--- config.mk ---
export PLATFORM = sky130hd
export DESIGN_NAME = reg_bus_arbiter
export DESIGN_NICKNAME = d
export VERILOG_FILES = /design/src/rtl/reg_bus_pkg.sv /design/src/rtl/reg_bus_clkgen.sv /design/src/rtl/reg_bus_arbiter.sv
export SDC_FILE = /design/constraint.sdc
export NUM_CORES = 1
export LEC_CHECK = 0
export BUFFER_PORTS_ARGS = -buffer_cell sky130_fd_sc_hd__buf_2
export CORE_ASPECT_RATIO = 1.4
export CORE_MARGIN = 3
export CORE_UTILIZATION = 25
export CTS_CLUSTER_SIZE = 30
export DETAILED_ROUTE_END_ITERATION = 16
export PLACE_DENSITY = 0.49
export SLEW_MARGIN = 5
export SYNTH_ARGS = -nofsm -noshare
export SYNTH_HDL_FRONTEND = slang
export SYNTH_SLANG_ARGS = --single-unit
--- constraint.sdc ---
create_clock -name wb_clk_i -period 3.75 [get_ports wb_clk_i]
set_input_delay 0.375 -clock wb_clk_i [delete_from_list [all_inputs] [get_ports wb_clk_i]]
set_output_delay 0.375 -clock wb_clk_i [all_outputs]
set_load 0.02 [all_outputs]
--- src/rtl/reg_bus_pkg.sv ---
`default_nettype none
// ============================================================================
// Module   : reg_bus_pkg
// Brief    : Shared types and defaults for the serial register bus arbiter.
// Revision : 1.0
// ============================================================================
package reg_bus_pkg;

    localparam int DEFAULT_WIDTH  = 8;
    localparam int DEFAULT_ADDR_W = 3;

    typedef enum logic [1:0] {
        IDLE  = 2'd0,
        SHIFT = 2'd1,
        DONE  = 2'd2
    } state_t;

    typedef enum logic {
        PORT_A = 1'b0,
        PORT_B = 1'b1
    } port_t;

endpackage : reg_bus_pkg
`default_nettype wire

--- src/rtl/reg_bus_clkgen.sv ---
`default_nettype none
// ============================================================================
// Module   : reg_bus_clkgen
// Brief    : reg_clk divider with phase strobes; runs only while enabled.
// Revision : 1.0
// ============================================================================
module reg_bus_clkgen #(
    parameter int CLK_DIV = 2
) (
    input  logic i_clk,
    input  logic i_rst_n,
    input  logic i_en,
    input  logic i_last,
    output logic o_reg_clk,
    output logic o_phase_fall,
    output logic o_phase_end
);

    localparam int DIV_W = (CLK_DIV > 1) ? $clog2(CLK_DIV) : 1;
    localparam logic [DIV_W-1:0] c_DIV_LAST = DIV_W'(CLK_DIV - 1);

    logic [DIV_W-1:0] r_div;
    logic             r_high;
    logic             w_wrap;

    assign w_wrap = i_en && (r_div == c_DIV_LAST);

    always_ff @(posedge i_clk or negedge i_rst_n) begin
        if (!i_rst_n) begin
            r_div  <= '0;
            r_high <= 1'b0;
        end else if (!i_en) begin
            r_div  <= '0;
            r_high <= 1'b0;
        end else if (w_wrap) begin
            r_div  <= '0;
            r_high <= ~r_high;
        end else begin
            r_div  <= r_div + 1'b1;
        end
    end

    // phase_fall marks the edge that opens a following low phase, so it is
    // withheld on the final bit; the first low phase is opened by the FSM.
    assign o_reg_clk    = r_high;
    assign o_phase_end  = w_wrap && r_high;
    assign o_phase_fall = w_wrap && r_high && !i_last;

endmodule : reg_bus_clkgen
`default_nettype wire

--- src/rtl/reg_bus_arbiter.sv ---
`default_nettype none
// ============================================================================
// Module   : reg_bus_arbiter
// Brief    : Round-robin arbiter serialising A/B word transactions MSB-first.
// Revision : 1.0
// ============================================================================
module reg_bus_arbiter
    import reg_bus_pkg::*;
#(
    parameter int WIDTH   = DEFAULT_WIDTH,
    parameter int ADDR_W  = DEFAULT_ADDR_W,
    parameter int CLK_DIV = 2
) (
    input  logic              wb_clk_i,
    input  logic              wb_rst_ni,
    input  logic              a_req,
    input  logic              a_we,
    input  logic [ADDR_W-1:0] a_addr,
    input  logic [WIDTH-1:0]  a_wdata,
    output logic              a_gnt,
    output logic              a_done,
    output logic [WIDTH-1:0]  a_rdata,
    input  logic              b_req,
    input  logic              b_we,
    input  logic [ADDR_W-1:0] b_addr,
    input  logic [WIDTH-1:0]  b_wdata,
    output logic              b_gnt,
    output logic              b_done,
    output logic [WIDTH-1:0]  b_rdata,
    output logic              reg_clk,
    output logic              reg_dir,
    output logic [ADDR_W-1:0] reg_addr,
    output logic              reg_bus_o,
    output logic              reg_bus_oe,
    input  logic              reg_bus_i
);

    localparam int CNT_W = (WIDTH > 1) ? $clog2(WIDTH) : 1;
    localparam logic [CNT_W-1:0] c_CNT_LOAD = CNT_W'(WIDTH - 1);

    state_t            r_state;
    port_t             r_owner;
    port_t             r_last;
    logic              r_a_gnt;
    logic              r_b_gnt;
    logic              r_a_done;
    logic              r_b_done;
    logic [WIDTH-1:0]  r_a_rdata;
    logic [WIDTH-1:0]  r_b_rdata;
    logic [WIDTH-1:0]  r_shreg;
    logic              r_dir;
    logic              r_oe;
    logic [ADDR_W-1:0] r_addr;
    logic [CNT_W-1:0]  r_bit_cnt;

    logic              w_shift_en;
    logic              w_last_bit;
    logic              w_phase_fall;
    logic              w_phase_end;
    logic              w_pick_b;
    logic              w_sel_we;
    logic [ADDR_W-1:0] w_sel_addr;
    logic [WIDTH-1:0]  w_sel_wdata;
    logic [WIDTH-1:0]  w_shift_in;

    assign w_shift_en  = (r_state == SHIFT);
    assign w_last_bit  = (r_bit_cnt == '0);
    // B wins only when A is silent or A was the last port served.
    assign w_pick_b    = b_req && (!a_req || (r_last == PORT_A));
    assign w_sel_we    = w_pick_b ? b_we    : a_we;
    assign w_sel_addr  = w_pick_b ? b_addr  : a_addr;
    assign w_sel_wdata = w_pick_b ? b_wdata : a_wdata;
    assign w_shift_in  = WIDTH'({r_shreg, reg_bus_i});

    reg_bus_clkgen #(
        .CLK_DIV (CLK_DIV)
    ) u_clkgen (
        .i_clk        (wb_clk_i),
        .i_rst_n      (wb_rst_ni),
        .i_en         (w_shift_en),
        .i_last       (w_last_bit),
        .o_reg_clk    (reg_clk),
        .o_phase_fall (w_phase_fall),
        .o_phase_end  (w_phase_end)
    );

    always_ff @(posedge wb_clk_i or negedge wb_rst_ni) begin
        if (!wb_rst_ni) begin
            r_state   <= IDLE;
            r_owner   <= PORT_A;
            r_last    <= PORT_B;
            r_a_gnt   <= 1'b0;
            r_b_gnt   <= 1'b0;
            r_a_done  <= 1'b0;
            r_b_done  <= 1'b0;
            r_a_rdata <= '0;
            r_b_rdata <= '0;
            r_shreg   <= '0;
            r_dir     <= 1'b0;
            r_oe      <= 1'b0;
            r_addr    <= '0;
            r_bit_cnt <= '0;
        end else begin
            r_a_done <= 1'b0;
            r_b_done <= 1'b0;
            case (r_state)
                IDLE: begin
                    if (a_req || b_req) begin
                        r_state   <= SHIFT;
                        r_owner   <= w_pick_b ? PORT_B : PORT_A;
                        r_a_gnt   <= !w_pick_b;
                        r_b_gnt   <= w_pick_b;
                        r_dir     <= w_sel_we;
                        r_oe      <= w_sel_we;
                        r_addr    <= w_sel_addr;
                        // The MSB drives the bus from the first low phase on.
                        r_shreg   <= w_sel_we ? w_sel_wdata : '0;
                        r_bit_cnt <= c_CNT_LOAD;
                    end
                end
                SHIFT: begin
                    if (w_phase_fall && r_dir) begin
                        r_shreg <= r_shreg << 1;
                    end
                    if (w_phase_end) begin
                        if (!r_dir) begin
                            r_shreg <= w_shift_in;
                        end
                        if (w_last_bit) begin
                            r_state <= DONE;
                            r_dir   <= 1'b0;
                            r_oe    <= 1'b0;
                            r_addr  <= '0;
                            if (r_owner == PORT_B) begin
                                r_b_done <= 1'b1;
                                if (!r_dir) r_b_rdata <= w_shift_in;
                            end else begin
                                r_a_done <= 1'b1;
                                if (!r_dir) r_a_rdata <= w_shift_in;
                            end
                        end else begin
                            r_bit_cnt <= r_bit_cnt - 1'b1;
                        end
                    end
                end
                DONE: begin
                    r_state <= IDLE;
                    r_a_gnt <= 1'b0;
                    r_b_gnt <= 1'b0;
                    r_last  <= r_owner;
                end
                default: begin
                    r_state <= IDLE;
                end
            endcase
        end
    end

    assign a_gnt      = r_a_gnt;
    assign b_gnt      = r_b_gnt;
    assign a_done     = r_a_done;
    assign b_done     = r_b_done;
    assign a_rdata    = r_a_rdata;
    assign b_rdata    = r_b_rdata;
    assign reg_dir    = r_dir;
    assign reg_addr   = r_addr;
    assign reg_bus_oe = r_oe;
    assign reg_bus_o  = r_oe & r_shreg[WIDTH-1];

endmodule : reg_bus_arbiter
`default_nettype wire

==> impl_metrics.yaml, run 1 <==
clock_tree:
  root_buffer: "clkbuf_8"
  cts_resized: 0
  cts_buffer_depth: 2
  cts.sinks: 41
  post-cts-setup-buffers: 0
  tritoncts: "done"
  htree_levels: 2
  clkSlewWorstSetupHoldPaths_ns: 0.08
  numCtsBuffers: 5
  clkLatencyLatePin_ns: 0.30
  cts_hold_buf: 0
placed_design:
  dp.cells: 316
  hpwlAfterDp_mm: 3.76
  place_congestion: 0.751
  portBuffers: 55
  place_area_um2: 2310
setup_path:
  cp-end-kind: "register"
  start_kind: "register"
  arrival_ns: 2.33
  path_max_fanout: 11
  rr_endpoint: "r_shreg[4]"
  reg2reg_from: "r_bit_cnt[0]"
  slowest_stage: "a21oi_1"
  ff2ff_path_depth: 6
  cp_slowest_stage_delay_ns: 0.64
  required_ns: 3.93
  ff2ff_setup_slack_ns: 1.60
  path_cells: "inv_1 > ha_1 > nor2b_1 > a21oi_1 > nor2_1 > a221o_1"
  criticalPathCategory: "register to register"
detailed_routing:
  routed_wl_mm: 5.12
  viasPerCell: 4.67
  drt_iter0_drc: 100
  postRouteAntennaNets: 0
  dr.pass1.iters: 4
  post_drt_wl_per_cell_um: 15.8
  vias: 1509
  drcViolationCount: 0
logic_synthesis:
  synth.net_count: 204
  synth_ff_type: "dfrtp_1"
  yosysTopAreaCell: "dfrtp_1"
  yosysWarnings: 0
  synth.distinct_cells: 44
  ys_seq_area_frac: 0.525
  syn_area_per_cell_um2: 11.3
  yosys_register_bits: 41
  synth_top_area_frac: 0.512
  syn_inst: 173
  async_reset_ff_frac: 1.00
  synth_edf_count: 0
  synth_area_leaders: "dfrtp_1, mux2_2, mux2_4"
  synth_area_um2: 1960
sta:
  slew_violations: 0
  relSlewSlack: 0.368
  setup_tns_ns: 0
  setup_viol: 0
  worstMarginPinSlew_ns: 0.948
  fin_crit_ns: 2.15
  fin_crit_sh: 0.573
  fmaxAchievable_ghz: 0.465
  fin_skew_ns: 0.00744
  hold_violations: 0
  rsz0062_at_grt: "false"
global_routing:
  grt_max_degree: 42
  grt_first_pass_wirelength_mm: 8.51
  grt_pass1_vias: 1561
  antenna_found_initial: 0
  gr-total-overflow: 0
  grt.total_usage: 0.125
power:
  power.density_nw_per_um2: 621
  vdd.ir_drop.worst_mv: 0.176
  leakage_nw: 1.22
  p_total_w: 0.00150
final_layout:
  nets: 257
  diodes: 0
  syn_to_final_growth_pct: 23.3
  drive_gt1_frac: 0.389
  finalNonFillerCells: 323
  postLayoutCellArea_um2: 2410
floorplanning:
  rows: 37
  coreArea_um2: 7500
  die_w_um: 80.8
  io_pins: 56
  die_area_um2: 8940
  die_h_um: 111
  initial_core_util: 0.261
min_path:
  hold_path.class: "input pin to async pin"
run:
  drv_cap: 0
outcome:
  status: "completed"
==> cells by family after synthesis <==
logic type	Yosys count	synth area share
mux	21	0.135
fa+ha+maj	2	0.0128
compound gates	34	0.128
xor+xnor	1	0.00448
simple gates	58	0.157
flops	41	0.525
buf+inv	16	0.0384
==> sequential cells by signal, indices dropped and copies added (netlist names) <==
signal / count
a_rdata: 8
r_bit_cnt: 3
reg_addr: 3
r_owner: 1
r_last: 1
u_clkgen.r_div: 1
b_rdata: 8
u_clkgen.o_reg_clk: 1
b_gnt: 1
r_state: 2
b_done: 1
a_gnt: 1
r_shreg: 8
a_done: 1
reg_bus_oe: 1
==> area by class of cell <==
class	instances	area [µm²]
Timing Repair Buffer	56	283
Tap cell	97	121
Fill cell	829	5090
Clock inverter	2	35.0
Clock buffer	5	68.8
Sequential cell	41	1030
Inverter	6	22.5
Multi-Input combinational cell	116	855
==> cell usage after synthesis (all sizes together), types with 2 or more instances <==
library cell,instances
ha,2
or3,2
nand3,10
dfrtp,40
mux2i,2
nand2b,2
inv,6
nor3,3
o21a,2
buf,7
o22ai,2
and2,3
mux2,19
o21ai,2
a221o,3
clkbuf,3
a21oi,7
a22oi,4
a31oi,3
and3,5
nor2b,2
nand2,19
nor2,8
o221ai,3
a211o,3
==> metal layers <==
layer	vias up	GRT usage	share of wire
met5	-	0	0
met2	37	0.209	0.54
met4	0	0.0451	0.016
li1	726	-	-
met1	740	0.154	0.40
met3	6	0.0293	0.042
==> worst max path at each step <==
stage	startpoint	to	slack, ns
floorplan	r_bit_cnt[0]	a_rdata[0]	1.97
global placement	r_bit_cnt[0]	r_shreg[1]	1.67
detailed placement	r_bit_cnt[0]	r_shreg[1]	1.62
CTS	r_bit_cnt[0]	r_shreg[3]	1.60
global route	r_bit_cnt[0]	r_shreg[4]	1.33
finish	r_bit_cnt[0]	r_shreg[4]	1.60
==> worst max-delay path: cells and delay by family, from the launching register on <==
family	cells	cell delay (ns)
adders and majority gates	1	0.21
DFF	1	0.37
and+or+nand+nor	2	0.41
buffers and inverters	1	0.07
AOI/OAI and AO/OA	2	0.98
==> metrics by stage <==
step / utilization / hold WS, ns / worst slack (ns)
global route: 0.322 / 0.298 / 1.33
global placement: 0.308 / 0.491 / 1.67
floorplan: - / 0.0794 / 1.97
CTS: 0.322 / 0.259 / 1.60
finish: 0.322 / 0.213 / 1.60
detailed placement: 0.308 / 0.493 / 1.62
==> layout by cell type, fill, tap and decap left out, types with 3 or more instances in the layout <==
cell       n
a22oi_1    4
mux2_2    11
a31oi_1    3
a211o_1    3
buf_2     55
nand2_1   19
and3_1     4
o221ai_1   3
clkbuf_8   5
nand3_1   10
dfrtp_1   40
inv_1      6
a21oi_1    6
nor2_1     8
a221o_1    3
mux2_4     8
==> where the power goes <==
group	switching (W)	total, W	internal (W)
Clock	0.000157	0.000351	0.000194
Sequential	0.000119	0.000678	0.000559
Combinational	0.000269	0.000469	0.000199
Total	0.000546	0.00150	0.000952
(Power assumes the default switching activity.)
==> run 2: changes to the inputs <==
- PLACE_DENSITY: 0.49 -> 0.51
- clock period: 3.75 -> 1.8 ns (I/O delays scaled with it)
==> impl_metrics.yaml, run 2 (synthesized netlist as in run 1, its figures left out) <==
setup_path:
  start_kind: "register"
  critPathBufInv: 1
  path_max_fanout: 8
  cp-end-kind: "register"
  required_ns: 1.97
  cp_top_family: "simple AND/OR/NAND/NOR gates"
  slowest_stage: "dfrtp_1"
  arrival_ns: 1.88
  path_cells: "inv_2 > ha_2 > nor2b_4 > and3_4 > and2_4 > mux2_4"
  cp_slowest_stage_delay_ns: 0.40
  criticalPathCategory: "register to register"
final_layout:
  final_cell_mix: "buf_2, dfrtp_1, nand2_1"
  diodes: 0
  multi_input_area_um2: 867
  seqCellArea_um2: 1030
  postLayoutCellArea_um2: 2550
  nets: 272
  syn_to_final_growth_pct: 30.2
  drive_gt1_frac: 0.440
  layout_commonest_cell: "buf_2"
  fillers: 813
clock_tree:
  tritoncts: "done"
  clkSlewWorstSetupHoldPaths_ns: 0.07
  htree_levels: 2
  cts_buffer_depth: 2
  root_buffer: "clkbuf_8"
  numCtsBuffers: 5
  cts.sinks: 41
  clkLatencyLatePin_ns: 0.29
power:
  vdd.ir_drop.worst_mv: 0.535
  p_total_w: 0.00311
  power.density_nw_per_um2: 1220
  leakage_nw: 1.29
global_routing:
  grt.total_usage: 0.119
  gr-total-overflow: 0
  grt_pass1_vias: 1538
  grt_first_pass_wirelength_mm: 8.25
  grt_max_degree: 23
  antenna_found_initial: 0
floorplanning:
  coreArea_um2: 7500
  initial_core_util: 0.261
  die_w_um: 80.8
  die_h_um: 111
  io_pins: 56
  rows: 37
  die_area_um2: 8940
detailed_routing:
  viasPerCell: 4.57
  postRouteAntennaNets: 0
  drt_iter0_drc: 50
  post_drt_wl_per_cell_um: 14.9
  drcViolationCount: 0
  dr.pass1.iters: 4
  vias: 1543
  routed_wl_mm: 5.02
sta:
  relSlewSlack: 0.679
  setup_tns_ns: 0
  fin_skew_ns: 0.00564
  hold_violations: 0
  fin_crit_sh: 0.946
  fin_crit_ns: 1.70
  fmaxAchievable_ghz: 0.587
  slew_violations: 0
  setup_viol: 0
  worstMarginPinSlew_ns: 0.482
placed_design:
  place_area_um2: 2420
  hpwlAfterDp_mm: 3.92
  portBuffers: 55
  place_congestion: 0.742
outcome:
  status: "completed"
run:
  drv_cap: 0
min_path:
  hold_path.class: "input pin to register"
## run 2: power by group
part | internal (W) | switching (W)
registers | 0.00116 | 0.000246
logic | 0.000506 | 0.000593
clock network | 0.000304 | 0.000301
## run 2: layout make-up
type,count,share of cell area
sequential,41,0.404
multi-input combinational,116,0.340
timing repair buffer,71,0.166
tap,97,0.0476
clock buffer,7,0.0339
inverter,6,0.00884
## run 2: path summary, 6_finish.rpt
check | start | end | slack (ns) | cells after the start
worst max-delay path | r_bit_cnt[0] | b_rdata[0] | 0.1 | 6
worst min-delay path | reg_bus_i | b_rdata[0] | 0.16 | 2
worst max register to register | r_bit_cnt[0] | b_rdata[0] | 0.1 | 6
worst min register to register | a_rdata[0] | a_rdata[0] | 0.51 | 1
max in group asynchronous | wb_rst_ni | reg_bus_oe | 0.94 | 3
min in group asynchronous | wb_rst_ni | b_rdata[6] | 0.38 | 2
## run 2: what timing repair did
item / 4_1_cts / 5_1_grt
endpoints found under the setup margin: 16 / 21
pin swaps: 0 / 1
setup buffers: 0 / 2
resized for setup: 1 / 5
hold endpoints to repair: 18 / 0
hold buffers: 1 / 0
## run 2: routing by layer
layer | global-route usage | vias up | share of wire
li1 | - | 753 | -
met1 | 0.161 | 731 | 0.44
met2 | 0.193 | 52 | 0.49
met3 | 0.0260 | 7 | 0.061
met4 | 0.0271 | 0 | 0.011
met5 | 0 | - | 0
## run 2: through the flow
step	utilization	hold WS [ns]	std cells	setup WS, ns
after floorplan	-	-0.116	173	0.0208
after global placement	0.323	0.175	328	0.0538
after detailed placement	0.323	0.175	328	0.000223
after CTS	0.336	0.156	336	0.0606
after global routing	0.340	0.158	338	-0.00297
final	0.340	0.160	338	0.0978
## run 2: worst reg2reg max path, stage by stage (launching register included)
cell and delay (ns):
dfrtp_1 0.40, inv_2 0.07, ha_2 0.18, nor2b_4 0.18, and3_4 0.19, and2_4 0.25, mux2_4 0.32
==> run 3: changes to the inputs <==
- CTS_BUF_LIST: not set -> sky130_fd_sc_hd__clkbuf_8 sky130_fd_sc_hd__clkbuf_16
==> impl_metrics.yaml, run 3 (synthesized netlist as in run 1, its figures left out) <==
setup_path:
  cp_slowest_stage_delay_ns: 0.40
  cp_top_family: "simple AND/OR/NAND/NOR gates"
  reg2reg_from: "r_bit_cnt[0]"
  rr_endpoint: "b_rdata[0]"
  slowest_stage: "dfrtp_1"
  arrival_ns: 1.88
  crit_start: "r_bit_cnt[0]"
  required_ns: 1.97
  critPathBufInv: 1
  cp-end-kind: "register"
  ff2ff_path_depth: 6
  path_cells: "inv_2 > ha_2 > nor2b_4 > and3_4 > and2_4 > mux2_4"
  criticalPathCategory: "register to register"
  path_max_fanout: 8
  ff2ff_setup_slack_ns: 0.1
  start_kind: "register"
sta:
  relSlewSlack: 0.679
  slew_violations: 0
  fin_skew_ns: 0.00594
  hold_violations: 0
  fmaxAchievable_ghz: 0.587
  setup_viol: 0
  worstMarginPinSlew_ns: 0.482
  fin_crit_sh: 0.946
  fin_crit_ns: 1.70
  timing.hold.ws_ns: 0.160
outcome:
  status: "completed"
final_layout:
  final_cell_mix: "buf_2, dfrtp_1, nand2_1"
  nets: 272
  drive_gt1_frac: 0.440
  finalNonFillerCells: 338
  postLayoutCellArea_um2: 2550
  syn_to_final_growth_pct: 30.2
  layout_commonest_cell: "buf_2"
  diodes: 0
detailed_routing:
  postRouteAntennaNets: 0
  post_drt_wl_per_cell_um: 14.8
  viasPerCell: 4.56
  drt_iter0_drc: 50
  drcViolationCount: 0
  routed_wl_mm: 5.02
  dr.pass1.iters: 4
  vias: 1542
run:
  drv_cap: 0
clock_tree:
  cts.sinks: 41
  clkLatencyLatePin_ns: 0.29
  tritoncts: "done"
  root_buffer: "clkbuf_8"
  numCtsBuffers: 5
  clkSlewWorstSetupHoldPaths_ns: 0.07
  cts_buffer_depth: 2
  htree_levels: 2
global_routing:
  antenna_found_initial: 0
  grt_pass1_vias: 1538
  gr-total-overflow: 0
  grt.total_usage: 0.119
  grt_first_pass_wirelength_mm: 8.25
  grt_max_degree: 23
placed_design:
  dp.cells: 328
  portBuffers: 55
  place_area_um2: 2420
  hpwlAfterDp_mm: 3.92
  place_congestion: 0.742
power:
  power.density_nw_per_um2: 1220
  p_total_w: 0.00310
  leakage_nw: 1.29
  vdd.ir_drop.worst_mv: 0.535
floorplanning:
  die_area_um2: 8940
  die_h_um: 111
  io_pins: 56
  coreArea_um2: 7500
  initial_core_util: 0.261
  rows: 37
  die_w_um: 80.8
min_path:
  min_path_cells: 2
  holdPathEnd: "b_rdata[0]"
  min-delay-start: "reg_bus_i"
  hold_path.class: "input pin to register"
-- run 3: worst max-delay path by stage --
stage	to	slack [ns]	depth (start not counted)
global placement	b_rdata[6]	0.05	6
CTS	r_shreg[3]	0.06	7
finish	b_rdata[0]	0.1	6
detailed placement	a_rdata[1]	0.0002	7
floorplan	a_rdata[0]	0.02	6
global route	a_rdata[1]	-0.003	7
-- run 3: final cells by class --
| type | instances | area, µm² |
|---|---|---|
| fill | 813 | 4950 |
| timing repair buffer | 71 | 423 |
| inverter | 6 | 22.5 |
| multi-input combinational | 116 | 867 |
| tap | 97 | 121 |
| sequential | 41 | 1030 |
| clock inverter | 1 | 3.75 |
| clock buffer | 6 | 82.6 |
-- run 3: through the flow --
stage                     setup WS [ns]  setup TNS, ns   util
after floorplan                  0.0208              0      -
after global placement           0.0538              0  0.323
after CTS                        0.0606              0  0.336
after global routing           -0.00297       -0.00604  0.340
final                            0.0977              0  0.340
after detailed placement       0.000223              0  0.323
-- run 3: power by group --
part           switching [W]  total (W)  internal [W]
sequential          0.000246    0.00140       0.00116
clock               0.000301   0.000600      0.000299
combinational       0.000593    0.00110      0.000506
total                0.00114    0.00310       0.00196
-- run 3: layer usage --
metal  routed length [µm]  GRT usage  up-vias
met5                    0          0        -
met4                   53     0.0271        0
met3                  311     0.0260        7
met2                 2440      0.193       53
met1                 2220      0.161      729
li1                     -          -      753
-- run 3: worst reg2reg max path: cells and delay by family (launching register included) --
kind          cells  cell delay [ns]
simple gates      3             0.62
mux               1             0.32
buf+inv           1             0.07
fa+ha+maj         1             0.18
flops             1             0.40
-- run 3: timing repair --
| item | 4_1_cts | 5_1_grt |
|---|---|---|
| hold buffers | 1 | 0 |
| resized for setup | 1 | 5 |
| pin swaps | 0 | 1 |
| endpoints found under the hold margin | 18 | 0 |
| endpoints found under the setup margin | 16 | 21 |
| buffers inserted | 0 | 2 |
| cloned | 0 | 0 |
